===== src/rtl/i2c_pkg.sv =====
// Shared definitions for the configuration register bank arbiter.
package i2c_pkg;

    localparam int unsigned NUM_REGS_DEF = 9;
    localparam int unsigned REG_AW       = 5;

    typedef enum logic [1:0] {
        StIdle,
        StOwn0,
        StOwn1,
        StCommit
    } arb_state_t;

    // Requester index: 0 = I2C slave, 1 = IO block.
    typedef logic req_idx_t;

endpackage


===== src/rtl/burst_counter.sv =====
// Per-burst beat counter: saturating 4-bit count with a reached-limit flag.
module burst_counter #(
    parameter int unsigned MAX_BURST = 8
) (
    input  logic i_clock,
    input  logic i_reset_n,
    input  logic i_clear,
    input  logic i_inc,
    output logic o_reached
);

    logic [3:0] r_count;
    logic [3:0] w_count_inc;

    always_comb begin
        w_count_inc = (r_count == 4'hF) ? r_count : r_count + 4'd1;
        // Flag is combinational so the limiting beat itself ends the burst.
        o_reached   = i_inc && (w_count_inc >= 4'(MAX_BURST));
    end

    always_ff @(posedge i_clock or negedge i_reset_n) begin
        if (!i_reset_n) begin
            r_count <= 4'd0;
        end else if (i_clear) begin
            r_count <= 4'd0;
        end else if (i_inc) begin
            r_count <= w_count_inc;
        end
    end

endmodule


===== src/rtl/reg_bank_arbiter.sv =====
// Two-requester arbiter for the shared register bank: one owner per burst,
// writes staged privately and committed to the packed bank in a single cycle.
module reg_bank_arbiter
    import i2c_pkg::*;
#(
    parameter int unsigned NUM_REGS  = NUM_REGS_DEF,
    parameter int unsigned MAX_BURST = 8,
    parameter logic [7:0]  RESET_VAL = 8'h00
) (
    input  logic                    i_clock,
    input  logic                    i_reset_n,
    input  logic [1:0]              i_req,
    input  logic [1:0]              i_last,
    input  logic [1:0]              i_we,
    input  logic [2*REG_AW-1:0]     i_addr,
    input  logic [15:0]             i_wdata,
    output logic [1:0]              o_gnt,
    output logic [7:0]              o_rdata,
    output logic                    o_rvalid,
    output logic [1:0]              o_err,
    output logic                    o_busy,
    output logic [8*NUM_REGS-1:0]   o_regs_packed
);

    localparam int unsigned IDX_W = (NUM_REGS > 1) ? $clog2(NUM_REGS) : 1;

    arb_state_t r_state;
    arb_state_t w_state_next;
    req_idx_t   r_owner;
    req_idx_t   r_ptr;
    req_idx_t   w_owner;
    req_idx_t   w_winner;

    logic [7:0] r_stage [NUM_REGS];
    logic [7:0] r_bank  [NUM_REGS];

    logic              w_owned;
    logic              w_req_o;
    logic              w_last_o;
    logic              w_we_o;
    logic              w_beat;
    logic              w_in_range;
    logic              w_reached;
    logic              w_grant;
    logic [REG_AW-1:0] w_addr_o;
    logic [7:0]        w_wdata_o;
    logic [IDX_W-1:0]  w_idx;

    logic [7:0] r_rdata;
    logic       r_rvalid;
    logic [1:0] r_err;

    // Only the owner's lanes are looked at; the other requester is muted.
    always_comb begin
        w_owned    = (r_state == StOwn0) || (r_state == StOwn1);
        w_owner    = (r_state == StOwn1);
        w_req_o    = i_req[w_owner];
        w_last_o   = i_last[w_owner];
        w_we_o     = i_we[w_owner];
        w_addr_o   = w_owner ? i_addr[2*REG_AW-1:REG_AW] : i_addr[REG_AW-1:0];
        w_wdata_o  = w_owner ? i_wdata[15:8] : i_wdata[7:0];
        w_beat     = w_owned && w_req_o;
        w_in_range = 32'(w_addr_o) < NUM_REGS;
        w_idx      = w_addr_o[IDX_W-1:0];
    end

    always_comb begin
        w_state_next = r_state;
        w_grant      = 1'b0;
        w_winner     = r_ptr;
        unique case (r_state)
            StIdle: begin
                if (|i_req) begin
                    w_grant      = 1'b1;
                    w_winner     = (i_req == 2'b11) ? r_ptr : i_req[1];
                    w_state_next = w_winner ? StOwn1 : StOwn0;
                end
            end
            StOwn0, StOwn1: begin
                if (!w_req_o || (w_beat && (w_last_o || w_reached))) begin
                    w_state_next = StCommit;
                end
            end
            StCommit: w_state_next = StIdle;
            default:  w_state_next = StIdle;
        endcase
    end

    burst_counter #(
        .MAX_BURST (MAX_BURST)
    ) u_burst_counter (
        .i_clock   (i_clock),
        .i_reset_n (i_reset_n),
        .i_clear   (w_grant),
        .i_inc     (w_beat),
        .o_reached (w_reached)
    );

    always_ff @(posedge i_clock or negedge i_reset_n) begin
        if (!i_reset_n) begin
            r_state  <= StIdle;
            r_owner  <= 1'b0;
            r_ptr    <= 1'b0;
            r_rvalid <= 1'b0;
            r_rdata  <= 8'h00;
            r_err    <= 2'b00;
        end else begin
            r_state  <= w_state_next;
            if (w_grant) begin
                r_owner <= w_winner;
            end
            if (r_state == StCommit) begin
                r_ptr <= ~r_owner;
            end
            r_rvalid <= w_beat && !w_we_o;
            r_rdata  <= (w_beat && !w_we_o && w_in_range) ? r_stage[w_idx] : 8'h00;
            r_err    <= (w_beat && !w_in_range) ? (w_owner ? 2'b10 : 2'b01) : 2'b00;
        end
    end

    always_ff @(posedge i_clock or negedge i_reset_n) begin
        if (!i_reset_n) begin
            for (int unsigned k = 0; k < NUM_REGS; k++) begin
                r_stage[k] <= RESET_VAL;
                r_bank[k]  <= RESET_VAL;
            end
        end else begin
            if (w_grant) begin
                for (int unsigned k = 0; k < NUM_REGS; k++) begin
                    r_stage[k] <= r_bank[k];
                end
            end else if (w_beat && w_we_o && w_in_range) begin
                r_stage[w_idx] <= w_wdata_o;
            end
            if (r_state == StCommit) begin
                for (int unsigned k = 0; k < NUM_REGS; k++) begin
                    r_bank[k] <= r_stage[k];
                end
            end
        end
    end

    always_comb begin
        o_gnt = 2'b00;
        if (r_state == StOwn0) begin
            o_gnt = 2'b01;
        end else if (r_state == StOwn1) begin
            o_gnt = 2'b10;
        end
        o_busy   = (r_state != StIdle);
        o_rdata  = r_rdata;
        o_rvalid = r_rvalid;
        o_err    = r_err;
        o_regs_packed = '0;
        for (int unsigned k = 0; k < NUM_REGS; k++) begin
            o_regs_packed[8*k +: 8] = r_bank[k];
        end
    end

endmodule


===== config.mk =====
export PLATFORM = sky130hd
export DESIGN_NAME = reg_bank_arbiter
export DESIGN_NICKNAME = d
export VERILOG_FILES = /design/src/rtl/i2c_pkg.sv /design/src/rtl/burst_counter.sv /design/src/rtl/reg_bank_arbiter.sv
export SDC_FILE = /design/constraint.sdc
export NUM_CORES = 1
export LEC_CHECK = 0
export CELL_PAD_IN_SITES_DETAIL_PLACEMENT = 1
export CELL_PAD_IN_SITES_GLOBAL_PLACEMENT = 2
export CORE_MARGIN = 2
export CORE_UTILIZATION = 37
export DETAILED_ROUTE_END_ITERATION = 10
export HOLD_SLACK_MARGIN = 0.02
export MAX_ROUTING_LAYER = met4
export PLACE_DENSITY_LB_ADDON = 0.1
export SYNTH_ARGS = -nofsm -noshare
export SYNTH_HDL_FRONTEND = slang
export SYNTH_HIERARCHICAL = 1
export SYNTH_SLANG_ARGS = --single-unit

===== constraint.sdc =====
create_clock -name i_clock -period 3 [get_ports i_clock]
set_input_delay 0.45 -clock i_clock [delete_from_list [all_inputs] [get_ports i_clock]]
set_output_delay 0.45 -clock i_clock [all_outputs]
set_load 0.01 [all_outputs]

## Yosys cells after proc, flatten, opt, wreduce, memory -nomap -nowiden

Cells that the tools add are included.

- Flip-flop bits (word level): 163
- Bits in latches: 0
- Memory bits (writable): 0
- Bits in read-only memories: 0
- Output and inout bits: 86
- Word-level logic and storage cells: 95
- Memories kept: 0

- $add $sub $neg: 1
- Multiply operators: 0
- Divide/modulo/power cells: 0
- $lt $le $gt $ge: 5
- Equal/unequal tests: 7
- Shift-type cells: 0
- Mux-type cells: 33
- Bitwise operators: 2
- Reductions and logical operators: 22

Operators by type and width:

| kind | number |
|---|---|
| 72-bit 2-to-1 mux | 2 |
| 72-bit bitwise mux | 1 |
| 8-bit 2-to-1 mux | 5 |
| 8-bit binary-select mux with 4-bit select | 1 |
| 8-bit demux with 4-bit select | 1 |
| 2-bit 2-to-1 mux | 7 |
| 4-bit 2-to-1 mux | 3 |
| 1-bit 2-to-1 mux | 11 |
| 1-bit logical AND | 9 |
| 2-bit == test, second input constant | 3 |
| 2-bit case mux with 3 select lines | 1 |
| 2-bit nonzero test | 3 |
| 5-bit >= comparator, second input constant | 1 |
| 5-bit by 1-bit < comparator with 1-bit output, second input constant | 1 |
| 5-bit by 4-bit < comparator with 1-bit output, second input constant | 1 |
| 5-bit 2-to-1 mux | 1 |
| 4-bit inverter with 5-bit output | 1 |
| 4-bit by 1-bit adder with 4-bit output, second input constant | 1 |
| 4-bit == test, second input constant | 1 |
| 4-bit >= comparator, second input constant | 1 |
| 2-bit inequality test, second input constant | 2 |
| 2-bit OR reduction | 2 |
| 1-bit logical NOT | 3 |
| 1-bit logical OR | 3 |
| 5 further kinds | 5 |

## Logic depth before layout (Yosys ltp)

Gate-level depths: netlist of run 1.

- Depth in word-level cells: 10
- Gate-level depth with buffers: 12

## Cells and area by module

The synthesis of run 1 kept the hierarchy.

Modules (own cells, without submodules):

| module | instances | cells each | area each (sq um) |
|---|---|---|---|
| reg_bank_arbiter | 1 | 600 | 7541.0 |
| burst_counter | 1 | 24 | 252.7 |

## Worst setup path after synthesis of run 1

Ideal clock, no wire load.

- Kind: flip-flop to flip-flop
- Start: register r_state[0]
- End: register r_state[0]
- Setup time: 0.125 ns
- Arrival: 2.482 ns
- Data required time: 2.875 ns
- Path slack: 0.393 ns
- Cell stages (with the launch flop): 13
- Buffers on the path: 3
- Period minus slack after synthesis: 2.607 ns
- Cells stage by stage: dfrtp_1 -> inv_1 -> ha_1 -> buf_4 -> buf_4 -> buf_2 -> nand2_1 -> a21oi_1 -> o21ai_0 -> a21oi_1 -> a211oi_1 -> a22oi_1 -> mux2_2

- Cells in the longest elaborated chain, start to end: 10
- Elaborated cells on any way between the ends: 20
- Those cells by class: 5 x eq/ne; 5 x mux; 10 x reduce/logical

Ends and longest elaborated chain:

| item | RTL line | source |
|---|---|---|
| start: declaration | reg_bank_arbiter.sv:27 | `arb_state_t r_state;` |
| start signal: assignment | reg_bank_arbiter.sv:101 | `r_state <= StIdle;` |
| start signal: assignment | reg_bank_arbiter.sv:108 | `r_state <= w_state_next;` |
| 2-bit == test | reg_bank_arbiter.sv:55, reg_bank_arbiter.sv:56 |  |
| 1-bit 2-to-1 mux (not written as such) (2 in a row) | reg_bank_arbiter.sv:57 | `w_req_o = i_req[w_owner];` |
| 1-bit logical AND * | reg_bank_arbiter.sv:62 | `w_beat = w_owned && w_req_o;` |
| named net w_beat | reg_bank_arbiter.sv:41 | `logic w_beat;` |
| 1-bit logical AND * | burst_counter.sv:18 | `o_reached = i_inc && (w_count_inc >= 4'(MAX_BURST));` |
| named net w_reached | reg_bank_arbiter.sv:43 | `logic w_reached;` |
| 1-bit logical OR * | reg_bank_arbiter.sv:80 | `if (!w_req_o \|\| (w_beat && (w_last_o \|\| w_reached))) begin` |
| 1-bit logical AND * | reg_bank_arbiter.sv:80 |  |
| 1-bit logical OR * | reg_bank_arbiter.sv:80 |  |
| 2-bit inequality test (no line) * | - |  |
| 2-bit AND reduction (no line) * | - |  |

The timed path passes the listed nets; every way through them passes the cells marked *. The select of a mux whose other input is x is not followed.
A chain may end at the register's enable or synchronous reset.

## Worst setup path after layout of run 1

- Start: register r_state[0]
- End: output o_gnt[1]

- Cells in the longest elaborated chain, start to end: 3
- Elaborated cells on any way between the ends: 4
- Those cells by class: 2 x eq/ne; 2 x mux

Ends and longest elaborated chain:

| item | RTL line | source |
|---|---|---|
| 2-bit == test | reg_bank_arbiter.sv:147 | `end else if (r_state == StOwn1) begin` |
| 2-bit 2-to-1 mux | reg_bank_arbiter.sv:147 |  |
| 2-bit 2-to-1 mux * | reg_bank_arbiter.sv:145 | `if (r_state == StOwn0) begin` |
| end: declaration | reg_bank_arbiter.sv:17 | `output logic [1:0] o_gnt,` |

Every way passes the cells marked *; elsewhere a longest branch is shown, timed or not.

==> metrics.txt, run 1 <==
TritonCTS Sinks 163; critical path required time 2.55 ns; Clock Latency Late Sink 0.43 ns; TritonCTS clock tree done; GRT Total Usage 24.3%; post-synthesis cell type count 60; full die area 0.0222 sq mm; Area contributors post-synth dfrtp_1 52%, mux2_2 11%, a221o_1 9.4%; DRC viols 0; root buf cell clkbuf_16; DR WL/cell 24.5 um; vias in the first global route 6343; Worst Setup Start Kind flip-flop; Fillers 2180; Post-Syn Nets 664; PortBufs 119; Max Fclk 353 MHz; die extent in x 149 um; largest net degree at the start of global routing 60; antenna violations before repair 0; vias after detailed routing 5939; fin nets 790; final std cells w/o fill 1037; clk buf depth 2; Final Critical Period 2.83 ns; post-CTS setup buffer count 0; P_leak 4.54 nW; placed cells 1005; htree depth 4; worst slew pin tran 0.748 ns; routed wire length 25400 um; Peak VDD IR 0.424 mV; sequential area share after synthesis 52.3%; PD cells 906 mW/mm^2; Tcrit/Tclk final 94.5%; Finish-stage setup viols 0; area delta synth->final 28.2%; Site Rows 53; die extent in y 149 um; final hold vios 0; outcome finished clean; share of the synthesized area in the top cell type 52.3%; area leader, netlist dfrtp_1; RSZ-0062 raised after global routing false; syn_area_per_cell 12.5 sq um; ant diodes 0; final slew viol count 0; Initial Util 37.4%; Final Cell Area 0.00999 sq mm; top_reg_cell synth dfrtp_1; vias per cell 5.73; relative slew slack 50.0%; # IOs 120; Sum Neg Setup Slack 0 ns; Mapped Area 0.00779 sq mm; critical path type reg -> out; synth cell count leaders 163 x dfrtp_1, 75 x mux2_2, 73 x a221o_1; Hold Path Class reg -> reg; Post-DRT Antenna Nets 0; total grt overflow 0; cell with the most instances after synthesis dfrtp_1; Final Skew 0.00810 ns; Max Cap Viol 0; core area 0.0208 sq mm; critical path arrival 2.38 ns; Mapped Cells 624; Initial DRC Count 343; Worst Setup End Kind output port; CP max FO 28; share of post-route cells with drive strength above 1 20.3%; Finished Core Util 48.0%; first-pass GRT wire length 39200 um; Reg2Reg Setup Slack 0.27 ns; number of synthesized flops with an enable pin 0; hpwl dp 17400 um; Reg clk slew, reported paths 0.07 ns; TritonCTS Buffers 17; flops & latches, synth 163; Async S/R FF share, synth 100%; DP Area 0.00937 sq mm; Placer Congestion 0.846; TritonRoute pass-1 iters 5; YS warnings 6
[cell type report]
type,instances,area (sq um),area share [%]
clock inverters,12,155,1.55
inverters,10,37.5,0.376
clock buffers,19,453,4.53
repair buffers,145,1440,14.4
well taps,275,344,3.44
multi-input cells,413,3480,34.9
flip-flops and latches,163,4080,40.8
[path summary, 6_finish.rpt]
kind	startpoint	cells after the start	to
max	r_state[0]$_DFFE_PN0P_	4	o_gnt[1]
min	r_owner$_DFFE_PN0P_	1	r_ptr$_DFFE_PN0N_
max reg2reg	r_state[0]$_DFFE_PN0P_	6	o_rdata[6]$_DFF_PN0_
min reg2reg	r_owner$_DFFE_PN0P_	1	r_ptr$_DFFE_PN0N_
max in group asynchronous	i_reset_n	3	o_regs_packed[8]$_DFFE_PN0N_
min in group asynchronous	i_reset_n	2	r_stage[11]$_DFFE_PN0P_
[critical path, cell delays in order (launching register included)]
cell and delay [ns]:
dfrtp_1 0.42, inv_1 0.12, ha_2 0.54, buf_4 0.31
clkdlybuf4s50_1 0.56
[layer usage]
layer,global-route usage [%],part of all wire [%],vias up
li1,-,-,2636
met1,34.3,48,3110
met2,36.2,46,163
met3,3.39,3.9,30
met4,7.76,2.4,0
met5,-,0,-
[where the power goes]
part	switching [mW]	internal [mW]
logic	1.97	1.66
clock network	0.931	1.35
registers	0.444	2.69
total	3.34	5.70
[registers in the layout, summed over array words and instances, names as in the netlist, 2 cells and up]
name / count
o_regs_packed: 72
r_stage: 72
o_rdata: 8
u_burst_counter/r_count: 4
o_err: 2
r_state: 2
[repair_timing]
action | in CTS | in global routing
resized for setup | 0 | 0
endpoints found under the hold margin | 45 | 0
hold buffers | 1 | 0
[cells in the final DEF (no fill, tap or decap), types with 7 or more instances in the layout]
cell             count
a32oi_1             14
clkdlybuf4s50_1    118
and2_1              43
a21oi_1             10
mux2_2              75
a221o_1             73
and3_1              32
nor2_1              21
a32o_1               7
nand2_1             35
inv_1               10
dfrtp_1            163
mux2i_1             29
clkbuf_16           17
buf_4               21
[cell families after synthesis]
group | share of synthesized area (%)
AOI/OAI and AO/OA | 16.3
adders and majority gates | 0.963
buffers and inverters | 3.07
DFF | 52.3
muxes | 15.2
and+or+nand+nor | 12.1
[metrics by stage]
| stage | hold slack, ns | setup slack (ns) | power (mW) |
|---|---|---|---|
| floorplan | 0.154 | 0.393 | 5.06 |
| global placement | 0.418 | 0.266 | 6.70 |
| detailed placement | 0.422 | 0.272 | 6.79 |
| CTS | 0.467 | 0.135 | 9.12 |
| global route | 0.497 | 0.0209 | 9.50 |
| finish | 0.456 | 0.166 | 9.05 |
(Power assumes the default switching activity.)
==> inputs of run 2 (changes only) <==
--- a/config.mk
+++ b/config.mk
@@ -17,3 +17,4 @@
 export SYNTH_HDL_FRONTEND = slang
 export SYNTH_HIERARCHICAL = 1
 export SYNTH_SLANG_ARGS = --single-unit
+export TNS_END_PERCENT = 20
==> results of run 2 <==
No change in the layout: final DEF, timing and power equal those of run 1.
==> inputs of run 3 (changes only) <==
--- a/config.mk
+++ b/config.mk
@@ -8,7 +8,7 @@
 export CELL_PAD_IN_SITES_DETAIL_PLACEMENT = 1
 export CELL_PAD_IN_SITES_GLOBAL_PLACEMENT = 2
 export CORE_MARGIN = 2
-export CORE_UTILIZATION = 37
+export CORE_UTILIZATION = 39
 export DETAILED_ROUTE_END_ITERATION = 10
 export HOLD_SLACK_MARGIN = 0.02
 export MAX_ROUTING_LAYER = met4
==> constraint.sdc (replaced) <==
create_clock -name i_clock -period 3.3 [get_ports i_clock]
set_input_delay 0.495 -clock i_clock [delete_from_list [all_inputs] [get_ports i_clock]]
set_output_delay 0.495 -clock i_clock [all_outputs]
set_load 0.01 [all_outputs]
==> run 3 against run 2 <==
  * Sequential power down 8.9%
  * Via count is 1.3% lower
  * Clock power decreased by 15%
  * Setup slack improved by 0.34 ns
  * Non-clock buffer count down 4
  * Die area down 5.0%
  * First-iteration DRC count grew 30%
  * Combinational power down 12%
  * Total power is 12% lower
  * Largest power group unchanged
  * Core utilization grew 2.7 points
  * Critical path depth rose by 3
==> metrics.txt, run 3 (synthesis gave the netlist of run 1 again) <==
outcome finished clean (unchanged); Worst Setup Start Kind flip-flop (unchanged); Finish-stage setup viols 0 (unchanged); Final Critical Period 2.79 ns; DP Area 0.00933 sq mm (was 0.00937 sq mm); TritonRoute pass-1 iters 5 (unchanged); hold buffers post-CTS 0 (was 1); Setup crit end r_stage[47]$_DFFE_PN0P_ (was o_gnt[1]); Reg2Reg Setup Slack 0.51 ns (was 0.27 ns); Max Fclk 358 MHz; critical path's largest stage delay 0.42 ns (was 0.56 ns); cells on worst reg2reg path 7 (was 6); post-CTS setup buffer count 0 (unchanged); vias after detailed routing 5860 (was 5939); Hold Path Class in -> async (was reg -> reg); antenna violations before repair 0 (unchanged); Post-Place Setup Slack 0.554 ns (was 0.272 ns); Sum Neg Setup Slack 0 ns (unchanged); Final Skew 0.0131 ns (was 0.00810 ns); first-pass GRT wire length 38000 um (was 39200 um); DR WL/cell 23.6 um (was 24.5 um); TritonCTS clock tree done (unchanged); overall power 7.97 mW (was 9.05 mW); total grt overflow 0 (unchanged); Max Cap Viol 0 (unchanged); vias in the first global route 6347 (was 6343); critical path arrival 3.10 ns (was 2.38 ns); CP Cell Sequence inv_1, ha_2, buf_4, nor3b_1, a2bb2oi_2, a21oi_1, a221o_1 (was inv_1, ha_2, buf_4, clkdlybuf4s50_1); final slew viol count 0 (unchanged); Worst Setup End Kind flip-flop (was output port); Tcrit/Tclk final 84.6%; full die area 0.0211 sq mm (was 0.0222 sq mm); # IOs 120 (unchanged); cts repair resizes 0 (unchanged); DRC viols 0 (unchanged); PortBufs 119 (unchanged); Clock Latency Late Sink 0.43 ns (about the same); Fillers 2032 (was 2180); P_leak 4.51 nW (was 4.54 nW); setup slack after layout 0.509 ns (was 0.166 ns); area delta synth->final 26.9% (was 28.2%); Post-DRT Antenna Nets 0 (unchanged); vias per cell 5.72 (was 5.73); Finished Core Util 50.7% (was 48.0%); Peak VDD IR 0.404 mV (was 0.424 mV); core area 0.0195 sq mm (was 0.0208 sq mm); Placer Congestion 0.829 (was 0.846); area of the multi-input gates 0.00348 sq mm (unchanged); FF/Latch Area 0.00408 sq mm (unchanged); Reg clk slew, reported paths 0.07 ns (about the same); GRT Total Usage 24.0% (was 24.3%); Site Rows 51 (was 53); routed wire length 24100 um (was 25400 um); hpwl dp 17000 um (was 17400 um); Slowest-stage cell, CP a221o_1 (was clkdlybuf4s50_1); Final Cell Area 0.00989 sq mm (was 0.00999 sq mm); critical path required time 3.61 ns (was 2.55 ns); final std cells w/o fill 1024 (was 1037); htree depth 4 (unchanged); most frequent cells in the layout 163 x dfrtp_1, 118 x clkdlybuf4s50_1, 75 x mux2_2 (unchanged); die extent in x 145 um (was 149 um); CP max FO 19 (was 28); reg2reg start r_state[0]$_DFFE_PN0P_ (unchanged); ant diodes 0 (unchanged); root buf cell clkbuf_16 (unchanged); TritonCTS Sinks 163 (unchanged); final hold vios 0 (unchanged); most common cell after layout, fill and taps aside dfrtp_1 (unchanged); Setup crit start r_state[0]$_DFFE_PN0P_ (unchanged); clk buf depth 2 (unchanged); Initial Util 39.9% (was 37.4%); fin nets 786 (was 790); worst slew pin tran 0.861 ns (was 0.748 ns); relative slew slack 42.6% (was 50.0%); RSZ-0062 raised after global routing false (unchanged); critical path type reg -> reg (was reg -> out); placed cells 992 (was 1005); TritonCTS Buffers 17 (unchanged); Reg2Reg Capture Point r_stage[47]$_DFFE_PN0P_ (was o_rdata[6]$_DFF_PN0_); largest net degree at the start of global routing 81 (was 60); die extent in y 145 um (was 149 um); PD cells 806 mW/mm^2 (was 906 mW/mm^2); Initial DRC Count 446 (was 343); share of post-route cells with drive strength above 1 20.2% (was 20.3%); hold_ws 0.0906 ns (was 0.456 ns)
[run 3: cell count changes in the layout (fill, tap and decap cells not counted), sizes merged]
cell         change
clkinvlp         -2
bufinv           -2
inv              +3
clkinv           +3
clkbuf           -1
dlygate4sd3      -1
buf              -3
[run 3: area by class of cell]
class,count,share of cell area [%]
Clock buffer,18,4.44
Inverter,10,0.379
Clock inverter,14,1.29
Multi-Input combinational cell,413,35.2
Tap cell,265,3.35
Sequential cell,163,41.2
Timing Repair Buffer,141,14.1
[run 3: power breakdown]
group          total [mW]  switching, mW  internal, mW
Combinational        3.18           1.70          1.48
Sequential           2.86          0.414          2.45
Clock                1.93          0.866          1.07
[run 3: worst min-delay path by stage]
stage               cells after the start  slack (ns)           startpoint                       endpoint
floorplan                               0        0.20            i_reset_n             o_err[0]$_DFF_PN0_
global placement                        1        0.43  r_owner$_DFFE_PN0P_              r_ptr$_DFFE_PN0N_
detailed placement                      1        0.45  r_owner$_DFFE_PN0P_              r_ptr$_DFFE_PN0N_
CTS                                     1        0.14            i_reset_n  o_regs_packed[37]$_DFFE_PN0N_
global route                            1        0.15            i_reset_n  o_regs_packed[37]$_DFFE_PN0N_
finish                                  1        0.09            i_reset_n  o_regs_packed[37]$_DFFE_PN0N_
[run 3: worst max-delay path, delay by kind of cell, from the launching register on]
kind                       cells  cell delay [ns]
AOI/OAI and AO/OA              3             1.11
buffers and inverters          2             0.42
DFF                            1             0.41
adders and majority gates      1             0.38
and+or+nand+nor                1             0.35
[run 3: metal layers]
layer	GRT usage [%]	part of all wire, %
met1	31.9	45
met2	38.7	49
met3	3.73	4.0
met4	5.88	1.6
met5	-	0
